File: src/rtl/udp_frame_gen.sv
// udp_frame_gen: emits one Ethernet II / IPv4 / UDP frame per start pulse as a byte
// stream (preamble, headers, 4-byte tag, video RAM payload, FCS, inter-frame gap).
// Handshake: start_sending is a single-cycle request honoured only while busy=0;
// tx_en qualifies tx_data and there is no backpressure, so every state runs to completion.
module udp_frame_gen #(
    parameter int          PAYLOAD_LEN = 1024,
    parameter int          ADDR_W      = 20,
    parameter logic [47:0] SRC_MAC     = 48'h000A35_000001,
    parameter logic [47:0] DST_MAC     = 48'hFFFFFF_FFFFFF,
    parameter logic [31:0] SRC_IP      = 32'hC0A8_010A,
    parameter logic [31:0] DST_IP      = 32'hC0A8_0101,
    parameter logic [15:0] UDP_PORT    = 16'd4660
) (
    input  logic              clk125MHz,
    input  logic              RST_N,
    input  logic              start_sending,
    input  logic [15:0]       segment_num,
    input  logic [7:0]        txid,
    input  logic [7:0]        aux,
    output logic [ADDR_W-1:0] ram_addr,
    input  logic [7:0]        ram_data,
    output logic [7:0]        tx_data,
    output logic              tx_en,
    output logic              busy,
    output logic [2:0]        dbg_state
);

    typedef enum logic [2:0] {
        S_IDLE     = 3'd0,
        S_PREAMBLE = 3'd1,
        S_HEADER   = 3'd2,
        S_PAYLOAD  = 3'd3,
        S_FCS      = 3'd4,
        S_IFG      = 3'd5
    } state_t;

    // Last byte-counter value of each state
    localparam logic [15:0] PRE_LAST  = 16'd7;
    localparam logic [15:0] HDR_LAST  = 16'd41;
    localparam logic [15:0] PAY_LAST  = 16'(PAYLOAD_LEN + 3);
    localparam logic [15:0] FCS_LAST  = 16'd3;
    localparam logic [15:0] IFG_LAST  = 16'd11;
    // RAM address advances while the next data byte still needs fetching
    localparam logic [15:0] ADDR_STOP = 16'(PAYLOAD_LEN + 2);

    localparam logic [ADDR_W-1:0] PL_A     = ADDR_W'(PAYLOAD_LEN);
    localparam logic [ADDR_W-1:0] ADDR_ONE = ADDR_W'(1);

    localparam logic [15:0] L_IP  = 16'(32 + PAYLOAD_LEN);
    localparam logic [15:0] L_UDP = 16'(12 + PAYLOAD_LEN);

    // IPv4 header checksum is fixed by the parameters, so it is folded at elaboration
    localparam logic [31:0] CS_SUM = 32'h4500 + {16'h0, L_IP} + 32'h4000 + 32'h4011
                                   + {16'h0, SRC_IP[31:16]} + {16'h0, SRC_IP[15:0]}
                                   + {16'h0, DST_IP[31:16]} + {16'h0, DST_IP[15:0]};
    localparam logic [31:0] CS_F1   = {16'h0, CS_SUM[15:0]} + {16'h0, CS_SUM[31:16]};
    localparam logic [31:0] CS_F2   = {16'h0, CS_F1[15:0]} + {16'h0, CS_F1[31:16]};
    localparam logic [15:0] IP_CSUM = ~CS_F2[15:0];

    // All 42 header bytes, first transmitted byte in the MSBs
    localparam int HDR_BITS = 336;
    localparam logic [HDR_BITS-1:0] HDR = {
        DST_MAC, SRC_MAC, 16'h0800,
        16'h4500, L_IP, 16'h0000, 16'h4000, 8'h40, 8'h11, IP_CSUM, SRC_IP, DST_IP,
        UDP_PORT, UDP_PORT, L_UDP, 16'h0000
    };

    state_t              state;
    state_t              state_nxt;
    logic [15:0]         cnt;
    logic [15:0]         seg_q;
    logic [7:0]          txid_q;
    logic [7:0]          aux_q;
    logic [31:0]         crc;
    logic [31:0]         fcs;
    logic [7:0]          cur_byte;
    logic                cur_en;
    logic                crc_upd;
    logic [HDR_BITS-1:0] hdr_shift;

    // Reflected CRC-32 (poly 0xEDB88320), one byte LSB first
    function automatic logic [31:0] crc32_byte(input logic [31:0] c, input logic [7:0] d);
        logic [31:0] r;
        r = c ^ {24'h0, d};
        for (int i = 0; i < 8; i++) begin
            r = r[0] ? ((r >> 1) ^ 32'hEDB88320) : (r >> 1);
        end
        return r;
    endfunction

    // Next-state: each state ends after a fixed byte count
    always_comb begin
        state_nxt = state;
        case (state)
            S_IDLE:     if (start_sending)     state_nxt = S_PREAMBLE;
            S_PREAMBLE: if (cnt == PRE_LAST)   state_nxt = S_HEADER;
            S_HEADER:   if (cnt == HDR_LAST)   state_nxt = S_PAYLOAD;
            S_PAYLOAD:  if (cnt == PAY_LAST)   state_nxt = S_FCS;
            S_FCS:      if (cnt == FCS_LAST)   state_nxt = S_IFG;
            S_IFG:      if (cnt == IFG_LAST)   state_nxt = S_IDLE;
            default:                           state_nxt = S_IDLE;
        endcase
    end

    // State register and per-state byte counter (cleared on every state change)
    always_ff @(posedge clk125MHz) begin
        if (!RST_N) begin
            state <= S_IDLE;
            cnt   <= 16'd0;
        end else begin
            state <= state_nxt;
            if (state_nxt != state || state == S_IDLE)
                cnt <= 16'd0;
            else
                cnt <= cnt + 16'd1;
        end
    end

    // Output byte mux: selects the byte for the current state/counter position
    always_comb begin
        cur_byte  = 8'h00;
        cur_en    = 1'b0;
        crc_upd   = 1'b0;
        fcs       = ~crc;
        hdr_shift = HDR << {cnt[5:0], 3'b000};
        case (state)
            S_PREAMBLE: begin
                cur_en   = 1'b1;
                cur_byte = (cnt == PRE_LAST) ? 8'hD5 : 8'h55;
            end
            S_HEADER: begin
                cur_en   = 1'b1;
                crc_upd  = 1'b1;
                cur_byte = hdr_shift[HDR_BITS-1 -: 8];
            end
            S_PAYLOAD: begin
                cur_en  = 1'b1;
                crc_upd = 1'b1;
                case (cnt)
                    16'd0:   cur_byte = txid_q;
                    16'd1:   cur_byte = aux_q;
                    16'd2:   cur_byte = seg_q[15:8];
                    16'd3:   cur_byte = seg_q[7:0];
                    default: cur_byte = ram_data;
                endcase
            end
            S_FCS: begin
                cur_en = 1'b1;
                case (cnt[1:0])
                    2'd0:    cur_byte = fcs[7:0];
                    2'd1:    cur_byte = fcs[15:8];
                    2'd2:    cur_byte = fcs[23:16];
                    default: cur_byte = fcs[31:24];
                endcase
            end
            default: begin
                cur_byte = 8'h00;
                cur_en   = 1'b0;
            end
        endcase
    end

    assign tx_data   = cur_byte;
    assign tx_en     = cur_en;
    assign busy      = (state != S_IDLE);
    assign dbg_state = state;

    // Request fields are captured once at frame start and held for the whole frame
    always_ff @(posedge clk125MHz) begin
        if (!RST_N) begin
            seg_q  <= 16'd0;
            txid_q <= 8'd0;
            aux_q  <= 8'd0;
        end else if (state == S_IDLE && start_sending) begin
            seg_q  <= segment_num;
            txid_q <= txid;
            aux_q  <= aux;
        end
    end

    // Running CRC over header and payload bytes; reinitialised whenever idle
    always_ff @(posedge clk125MHz) begin
        if (!RST_N)
            crc <= 32'hFFFFFFFF;
        else if (state == S_IDLE)
            crc <= 32'hFFFFFFFF;
        else if (crc_upd)
            crc <= crc32_byte(crc, cur_byte);
    end

    // RAM address: segment base loaded at start, stepped one cycle ahead of each data byte
    always_ff @(posedge clk125MHz) begin
        if (!RST_N)
            ram_addr <= '0;
        else if (state == S_IDLE && start_sending)
            ram_addr <= ADDR_W'(segment_num) * PL_A;
        else if (state == S_PAYLOAD && cnt >= 16'd3 && cnt < ADDR_STOP)
            ram_addr <= ram_addr + ADDR_ONE;
    end

endmodule

File: config.mk
export PLATFORM = sky130hd
export DESIGN_NAME = udp_frame_gen
export DESIGN_NICKNAME = d
export VERILOG_FILES = /design/src/rtl/udp_frame_gen.sv
export SDC_FILE = /design/constraint.sdc
export NUM_CORES = 1
export LEC_CHECK = 0
export BUFFER_PORTS_ARGS = -buffer_cell sky130_fd_sc_hd__buf_2
export CORE_MARGIN = 8
export CORE_UTILIZATION = 49
export CTS_CLUSTER_SIZE = 14
export DETAILED_ROUTE_END_ITERATION = 8
export PLACE_DENSITY = 0.69
export SYNTH_ARGS = -nofsm -noshare
export SYNTH_HDL_FRONTEND = slang
export SYNTH_SLANG_ARGS = --single-unit
File: constraint.sdc
create_clock -name clk125MHz -period 9.4 [get_ports clk125MHz]
set_input_delay 0.94 -clock clk125MHz [delete_from_list [all_inputs] [get_ports clk125MHz]]
set_output_delay 0.94 -clock clk125MHz [all_outputs]
set_load 0.005 [all_outputs]
# Yosys cells after proc, flatten, opt, wreduce, memory -nomap -nowiden
# Index checks and enable logic that the tools add are counted.
[word_totals]
out_inout_bits = 33
ff_bits = 103
elab_cells = 76
inputBits = 43
[op_classes]
n_shift = 1
n_lt_le_gt_ge = 2
reduce_logical = 14
muxes = 23
eq_ne = 15
add_sub_neg = 2
n_bitwise = 11
[ops]
columns = ["op", "count"]
rows = [
  ["336-bit by 9-bit left shift with 336-bit output (first input constant)", 1],
  ["32-bit two-way mux", 8],
  ["13-bit inverter with 14-bit output", 8],
  ["8-bit case mux with 4 select lines", 2],
  ["20-bit two-way mux", 2],
  ["16-bit by 2-bit == test with 1-bit output (second input constant)", 2],
  ["32-bit inverter", 1],
  ["32-bit by 8-bit XOR with 32-bit output", 1],
  ["8-bit case mux with 3 select lines", 1],
  ["20-bit by 1-bit adder with 20-bit output (second input constant)", 1],
  ["3-bit two-way mux", 6],
  ["3-bit case mux with 6 select lines", 1],
  ["16-bit by 1-bit adder with 16-bit output (second input constant)", 1],
  ["16-bit by 1-bit == test with 1-bit output (second input constant)", 1],
  ["16-bit by 11-bit == test with 1-bit output (second input constant)", 1],
  ["16-bit by 3-bit == test with 1-bit output (second input constant)", 1],
  ["16-bit by 4-bit == test with 1-bit output (second input constant)", 1],
  ["16-bit by 6-bit == test with 1-bit output (second input constant)", 1],
  ["16-bit by 2-bit >= comparator with 1-bit output (second input constant)", 1],
  ["16-bit zero test", 1],
  ["16-bit by 11-bit less-than comparator with 1-bit output (second input constant)", 1],
  ["8-bit two-way mux", 1],
  ["2-bit OR reduction", 4],
  ["3-bit by 2-bit == test with 1-bit output (second input constant)", 2],
  ["other kinds (14)", 18],
]

# Depth between registers and ports, before layout
# Gate-level depths: netlist of the first run.
[logic_depth]
depth_word = 20
mapped_depth = 13
ltp_nobuf = 11

# Least setup slack after synthesis of the first run
# Ideal clock, no wire load.
[synth_timing]
path_kind = "register to register"
from = "register cnt[0]"
to = "register crc[25]"
path_stages_with_launch = 12
t_required_ps = 9321
synth_period_minus_slack_ps = 3481
arrival_time_ps = 3402
path_slack_ps = 5919
path_buffers = 1
cell_sequence = "dfxtp_1 > inv_1 > ha_1 > clkbuf_1 > nor2b_1 > o41ai_1 > o211ai_1 > or4_1 > xor2_1 > xnor2_1 > xnor3_1 > o211ai_1"
[synth_rtl]
columns = ["element", "line_no", "rtl"]
rows = [
  ["start: declaration", "70", "logic [15:0] cnt;"],
  ["start signal: assignment", "115", "cnt <= cnt + 16'd1;"],
  ["branches (longest 2 deep; another with 336-bit by 9-bit left shift with 336-bit output)", "--", ""],
  ["8-bit case mux with 4 select lines (*)", "126", "case (state)"],
  ["net tx_data[2]", "22", "output logic [7:0] tx_data,"],
  ["32-bit by 8-bit XOR with 32-bit output (*)", "84", "r = c ^ {24'h0, d};"],
  ["32-bit two-way mux (*) (3 in series)", "86", "r = r[0] ? ((r >> 1) ^ 32'hEDB88320) : (r >> 1);"],
  ["13-bit inverter with 14-bit output (no line)", "--", ""],
  ["32-bit two-way mux (*) (2 in series)", "86", ""],
  ["13-bit inverter with 14-bit output (no line)", "--", ""],
  ["32-bit two-way mux (*)", "86", ""],
  ["13-bit inverter with 14-bit output (no line)", "--", ""],
  ["32-bit two-way mux (*) (2 in series)", "86", ""],
  ["end signal: assignment", "188", "crc <= crc32_byte(crc, cur_byte);"],
  ["end: declaration", "74", "logic [31:0] crc;"],
]
# Mark *: on every way through the listed nets, which the timed path passes.
# A chain may end at the register's enable or synchronous reset.

# Worst setup path after layout of the first run
[layout_timing]
from = "register cnt[1]"
to = "output tx_data[6]"
[layout_between]
elab_chain_cells = 3
[layout_rtl]
columns = ["element", "line_no"]
rows = [
  ["branches (longest 2 deep; another with 336-bit by 9-bit left shift with 336-bit output)", "--"],
  ["8-bit case mux with 4 select lines (*)", "126"],
  ["end: declaration", "22"],
]
# Every way passes the cells marked *.

==> results of run 1 <==
[registers in the layout (all words and copies together), names as in the netlist]
name and cells:
crc 32, dbg_state 3, cnt 16, ram_addr 20, txid_q 8, seg_q 16, aux_q 8
[worst min-delay path, cell delays in order (launching register included)]
cell and delay, ps:
dfxtp_1 310, nand2_1 50, a21oi_1 50
[cell families (layout without fill, tap and decap cells)]
family                     after synthesis  count (layout)
adders and majority gates               11              11
DFF                                    103             103
xor gates and xnor gates                90              90
buffers and inverters                   69             124
muxes                                    4               4
and+or+nand+nor                        294             294
AOI/OAI and AO/OA                      186             186
[metal layers]
layer / part of all wire / wire length [um] / track usage
met1: 0.45 / 8300 / 0.292
met2: 0.45 / 8270 / 0.353
met3: 0.067 / 1230 / 0.0477
met4: 0.034 / 624 / 0.107
met5: 0 / 0 / 0
[worst max-delay path by stage]
stage | startpoint | to | slack (ps) | cells after the start
after floorplan | cnt[0] | crc[25] | 5920 | 11
after global placement | cnt[1] | crc[18] | 5270 | 11
after detailed placement | cnt[1] | crc[25] | 5180 | 10
after CTS | cnt[1] | tx_data[6] | 5020 | 9
after global routing | cnt[0] | tx_data[6] | 4750 | 9
final | cnt[1] | tx_data[6] | 4990 | 9
[cell type report]
| type | instances | area [um^2] | area share |
|---|---|---|---|
| inverters | 27 | 101 | 0.0144 |
| clock buffers | 10 | 239 | 0.0339 |
| flip-flops and latches | 103 | 2060 | 0.292 |
| multi-input cells | 585 | 3950 | 0.560 |
| well taps | 172 | 215 | 0.0305 |
| clock inverters | 6 | 65.1 | 0.00922 |
| repair buffers | 81 | 420 | 0.0596 |
[power breakdown]
part	total [uW]	leakage [uW]	switching (uW)	internal (uW)
Combinational	129	0.00193	69.9	58.8
Clock	377	0.000141	184	193
Sequential	459	0.000838	10.7	448
Total	965	0.00291	264	701
[per-stage QoR]
| stage | hold WS, ps | instance area, um^2 | utilization | cells | power (uW) |
|---|---|---|---|---|---|
| floorplan | 436 | 6270 | - | 757 | 557 |
| global placement | 443 | 6750 | 0.537 | 968 | 594 |
| detailed placement | 449 | 6750 | 0.537 | 968 | 597 |
| CTS | 460 | 7050 | 0.561 | 984 | 972 |
| global route | 475 | 7050 | 0.561 | 984 | 1000 |
| finish | 458 | 7050 | 0.561 | 984 | 965 |
[cell usage in the layout, fill, tap and decap left out, drive strengths merged, types with 5 or more instances in the layout]
cell type and instances:
nand2 139, dfxtp 103, buf 81, a21oi 56, xnor2 52, nor2 43, inv 29, o211ai 26
xor2 25, o21ai 22, nor2b 21, nand3 15, a21boi 12, ha 11, nor3 10, a22oi 10
or3 10, clkbuf 10, xnor3 10, nand4 9, nand2b 9, a31oi 8, and3 7, o221ai 6
a2111oi 6, nor4 5, a211oi 5
==> summary.md, run 1 <==
| Metric | Value |
|---|---|
| R2R Path Start | cnt[1] |
| Hold_buf cts | 0 |
| RePlAce Congestion | 0.936 |
| Chip width | 129 um |
| CTS tree | yes |
| Post-Synth Simple-Gate Area | 0.228 |
| Global route overflow | 0 |
| CP top delay family | compound AO/OA/AOI/OAI gates |
| Max FO, Critical Path | 21 |
| DR iter-0 viols | 688 |
| Std-Cell Core Area | 12600 um^2 |
| Syn. warnings | 0 |
| Post-synth top area share | 0.329 |
| RSZ-0062 raised after global routing | no |
| Max Slew Vio Count | 0 |
| Hold Path Stages | 2 |
| Syn nets | 811 |
| CTS Root Cell | clkbuf_16 |
| Outcome | finished clean |
| Maxcap violations | 0 |
| Initial core utilization | 0.499 |
| Final WL | about 18000 um |
| DRT Pass-1 Iters | 7 |
| H-tree depth | 3 |
| Worst reg2reg path endpoint | crc[18] |
| Fmax | 227 MHz |
| Startpoint Class | flop |
| Nets | 861 |
| Setup slack at placement | 5180 ps |
| Top FF cell, synth | dfxtp_1 |
| First-pass GRT wire length | between 20000 and 30000 um |
| CP endpoint kind | output pin |
| Leak | 0.00291 uW |
| Worst Hold Class | flop to flop |
| Largest net degree at the start of global routing | 63 |
| Synth cell types | 76 |
| Post-CTS setup buffer count | 0 |
| Clock latency on the worst-skew pair | 360 ps |
| Tmin final | around 4400 ps |
| Total GRT Usage | 0.226 |
| CP arrival | 3470 ps |
| Clk buf depth | 2 |
| # IOs | 76 |
| Die Span Y | 129 um |
| #FFs+latches synth | 103 |
| Die ar. | approximately 17000 um^2 |
| Post-synthesis mux area share | 0.00678 |
| Layout fillers | 1181 |
| Synth async-reset ratio | 0 |
| Setup violators final | 0 |
| Power Dens Cells | 137 nW/um^2 |
| Post-route setup slack | 4990 ps |
| Slowest stage delay, CP | 560 ps |
| HPWL after detailed placement | around 14000 um |
| Wire per inst | approximately 19 um |
| Remaining DRCs | 0 |
| Clock skew | 9.58 ps |
| CP Data Required Time | 8460 ps |
| TritonCTS Buffers | 9 |
| Mean post-synth cell area | 8.29 um^2 |
| CP Class | flop to output pin |
| Crit-path cells | inv_1 -> ha_1 -> nor4_1 -> nor2_1 -> and2_4 -> a2111oi_0 -> a21boi_0 -> inv_1 -> buf_2 |
| Number of global-route vias before repair | 5570 |
| Reg2Reg Setup Slack | 5000 ps |
| Post-synth top cells | nand2_1, dfxtp_1, a21oi_1, xnor2_1, nor2_1 |
| Antenna Nets Post-Route | 0 |
| Via density | 5.74 |
| Row cnt | 41 |
| EDFF count, synth | 0 |
| Hold Path End | txid_q[2] |
| Post-Synth XOR/XNOR Area | 0.164 |
| Compound-Gate Fraction of Synth Area | 0.209 |
| Synth Area in Adders | 0.0219 |
| Fin crit share | 0.469 |
| Routed via count | 5644 |
| Post-Syn Instances | 757 |
| Sequential fraction of the synthesis area | 0.329 |
| IO buf count | 75 |
| Initial antenna violation count | 0 |
| Post-synth top area cell | dfxtp_1 |
| CP bufs+invs | 3 |
| Antenna Cells | 0 |
| Fin. Hold Viols | 0 |
| Synth-to-Final Area Change | 12.4% |
| Critical path's most frequent cell | inv_1 |
| CTS sink cnt | 103 |
| Worst rel slew slack | 0.394 |
| Synth top area cells | dfxtp_1, nand2_1, xnor2_1 |
| Clock transition at path regs | 70 ps |
| Top-count cell post-synth | nand2_1 |
| Cell count of the worst reg-to-reg path | 11 |
| Post-CTS sizing | 0 |
| CP max-delay cell | a21boi_0 |
| Slew at the pin with the worst max-slew slack | 908 ps |
| Fin Setup TNS | 0 ps |
| Peak supply drop | between 0.09 and 0.1 mV |
| Synth Cell Area | 6270 um^2 |
| HP Start | txid_q[2] |
| Layout cells sized above 1 | 0.151 |
| Main combinational cell family by area after synthesis | simple AND/OR/NAND/NOR gates |
Power figures use the tool's default switching activity.
==> run 2, diff against run 1 <==
Clock period 9.4 ns to 4.1 ns, I/O delays scaled along.
==> run 2 against run 1 <==
Net effect:
- clock skew increased by 2.1 ps
- die area unchanged
- critical path depth increased by 2
- sequential cell count unchanged
- largest power group unchanged
- register-to-register slack got worse by 4800 ps
==> summary.md, run 2 (same netlist as run 1, synthesis figures left out) <==
| Metric | Value |
|---|---|
| Max FO, Critical Path | 10 (was 21) |
| Nets | 879 (was 861) |
| CP top delay family | XOR/XNOR gates (was compound AO/OA/AOI/OAI gates) |
| Worst rel slew slack | 0.334 (was 0.394) |
| RePlAce Congestion | 0.995 (was 0.936) |
| Cell count of the worst reg-to-reg path | 11 (unchanged) |
| Die Span Y | 129 um (unchanged) |
| HP Start | aux[6] (was txid_q[2]) |
| Layout cells sized above 1 | 0.174 (was 0.151) |
| First-pass GRT wire length | 29400 um (was 29500 um) |
| Fin crit share | 0.944 |
| Biggest regs | crc (32), ram_addr (20) (unchanged) |
| Fin. Hold Viols | 0 (unchanged) |
| Initial antenna violation count | 0 (unchanged) |
| # IOs | 76 (unchanged) |
| Routed via count | 5861 (was 5644) |
| Initial core utilization | 0.499 (unchanged) |
| Reg2Reg Setup Slack | 230 ps (was 5000 ps) |
| Antenna Nets Post-Route | 0 (unchanged) |
| CTS sink cnt | 103 (unchanged) |
| TritonCTS Buffers | 9 (unchanged) |
| Final WL | 18200 um (was 18400 um) |
| Remaining DRCs | 0 (unchanged) |
| Power Dens Cells | 311 nW/um^2 (was 137 nW/um^2) |
| CTS Root Cell | clkbuf_16 (unchanged) |
| Clock skew | 11.7 ps (was 9.58 ps) |
| Setup violators final | 0 (unchanged) |
| Slew at the pin with the worst max-slew slack | 998 ps (was 908 ps) |
| Worst Hold Class | input pin to flop (was flop to flop) |
| Global route overflow | 0 (unchanged) |
| Most common cell after layout, fill and taps aside | nand2_1 (unchanged) |
| Most frequent cells in the layout | nand2_1, dfxtp_1, buf_2 (unchanged) |
| Row cnt | 41 (unchanged) |
| Total GRT Usage | 0.225 (was 0.226) |
| CP max-delay cell | xnor3_2 (was a21boi_0) |
| Maxcap violations | 0 (unchanged) |
| CTS tree | yes (unchanged) |
| Antenna Cells | 0 (unchanged) |
| Peak supply drop | 0.321 mV (was 0.0901 mV) |
| Post-layout util | 0.573 (was 0.561) |
| Clk buf depth | 2 (unchanged) |
| Crit-path cells | inv_1 -> ha_1 -> nor4_1 -> nor2_1 -> and2_4 -> o2111ai_1 -> a211oi_2 -> xnor3_2 -> xnor3_2 -> xnor3_1 -> o21ai_1 (was inv_1 -> ha_1 -> nor4_1 -> nor2_1 -> and2_4 -> a2111oi_0 -> a21boi_0 -> inv_1 -> buf_2) |
| HPWL after detailed placement | 14100 um (was 13900 um) |
| Slowest stage delay, CP | 530 ps (was 560 ps) |
| Biggest register | crc (unchanged) |
| CP Class | flop to flop (was flop to output pin) |
| CP arrival | 4160 ps (was 3470 ps) |
| H-tree depth | 3 (unchanged) |
| Fin Setup TNS | 0 ps (unchanged) |
| RSZ-0062 raised after global routing | no (unchanged) |
| IO buf count | 75 (unchanged) |
| Fmax | 258 MHz |
| Outcome | finished clean (unchanged) |
| Critical path's most frequent cell | xnor3_2 (was inv_1) |
| CP bufs+invs | 1 (was 3) |
| Largest net degree at the start of global routing | 62 (was 63) |
| Wire per inst | 18.2 um (was 18.7 um) |
| Tmin final | 3870 ps |
| Hold Path Stages | 3 (was 2) |
| CP Data Required Time | 4390 ps (was 8460 ps) |
| Hold Path End | aux_q[6] (was txid_q[2]) |
| CP endpoint kind | flop (was output pin) |
| Max Slew Vio Count | 0 (unchanged) |
| DR iter-0 viols | 476 (was 688) |
| R2R Path Start | cnt[1] (unchanged) |
| Via density | 5.86 (was 5.74) |
| Std-Cell Core Area | 12600 um^2 (unchanged) |
| Startpoint Class | flop (unchanged) |
| Number of global-route vias before repair | 5664 (was 5570) |
| Leak | 0.00301 uW (was 0.00291 uW) |
| Clock latency on the worst-skew pair | 370 ps (was 360 ps) |
| Clock transition at path regs | 70 ps (about the same) |
| Chip width | 129 um (unchanged) |
| Die ar. | 16700 um^2 (unchanged) |
| DRT Pass-1 Iters | 5 (was 7) |
| Synth-to-Final Area Change | 14.8% (was 12.4%) |
| Worst reg2reg path endpoint | crc[19] (was crc[18]) |
| Max reg flops | 32 (unchanged) |
run 2: changes by cell type in the layout (fill, tap and decap cells not counted), sizes merged:
cell,change
buf,+18
bufinv,+1
clkbuf,-1
clkinvlp,-1
run 2: stage by stage:
step	hold WS [ps]	instance area [um^2]	total power [uW]	setup WS, ps	std cells
3_5_place_dp	449	6880	1380	174	986
5_1_grt	292	7200	2320	71.1	1001
3_3_place_gp	445	6880	1370	364	986
2_1_floorplan	436	6270	1280	619	757
4_1_cts	274	7180	2250	159	1001
6_report	283	7200	2240	229	1001
run 2: final cells by class:
type / count / area [um^2]
Timing Repair Buffer: 99 / 556
Multi-Input combinational cell: 585 / 3970
Sequential cell: 103 / 2060
Clock buffer: 9 / 225
Clock inverter: 6 / 70.1
Tap cell: 172 / 215
Fill cell: 1168 / 5370
Inverter: 27 / 101
run 2: tightest hold or removal path: cells and delay by family:
family,cells,cell delay (ps)
AO/OA/AOI/OAI,1,50
buffers and inverters,1,100
AND/OR/NAND/NOR,1,40
run 2: metal layers:
layer / wire length, um / global-route usage / vias to the layer above
met1: 8100 / 0.292 / 2755
met2: 8290 / 0.350 / 268
met3: 1330 / 0.0489 / 42
li1: - / - / 2796
met4: 533 / 0.102 / 0
met5: 0 / 0 / -
run 2: how the worst max path moves through the flow:
stage	from	end	slack [ps]	depth (start not counted)
floorplan	cnt[0]	crc[25]	620	11
global placement	cnt[1]	crc[19]	360	11
detailed placement	cnt[1]	crc[19]	170	11
CTS	cnt[1]	crc[19]	160	11
global route	cnt[1]	crc[19]	70	11
finish	cnt[1]	crc[19]	230	11
run 2: what timing repair did:
item / 4_1_cts / 5_1_grt
gates resized for setup: 0 / 4
setup endpoints to repair: 0 / 4
hold buffers: 0 / 0
setup buffers: 0 / 0
run 2: power by group:
group          switching, uW  internal (uW)
Sequential              23.7           1030
Combinational            161            144
Clock                    403            476
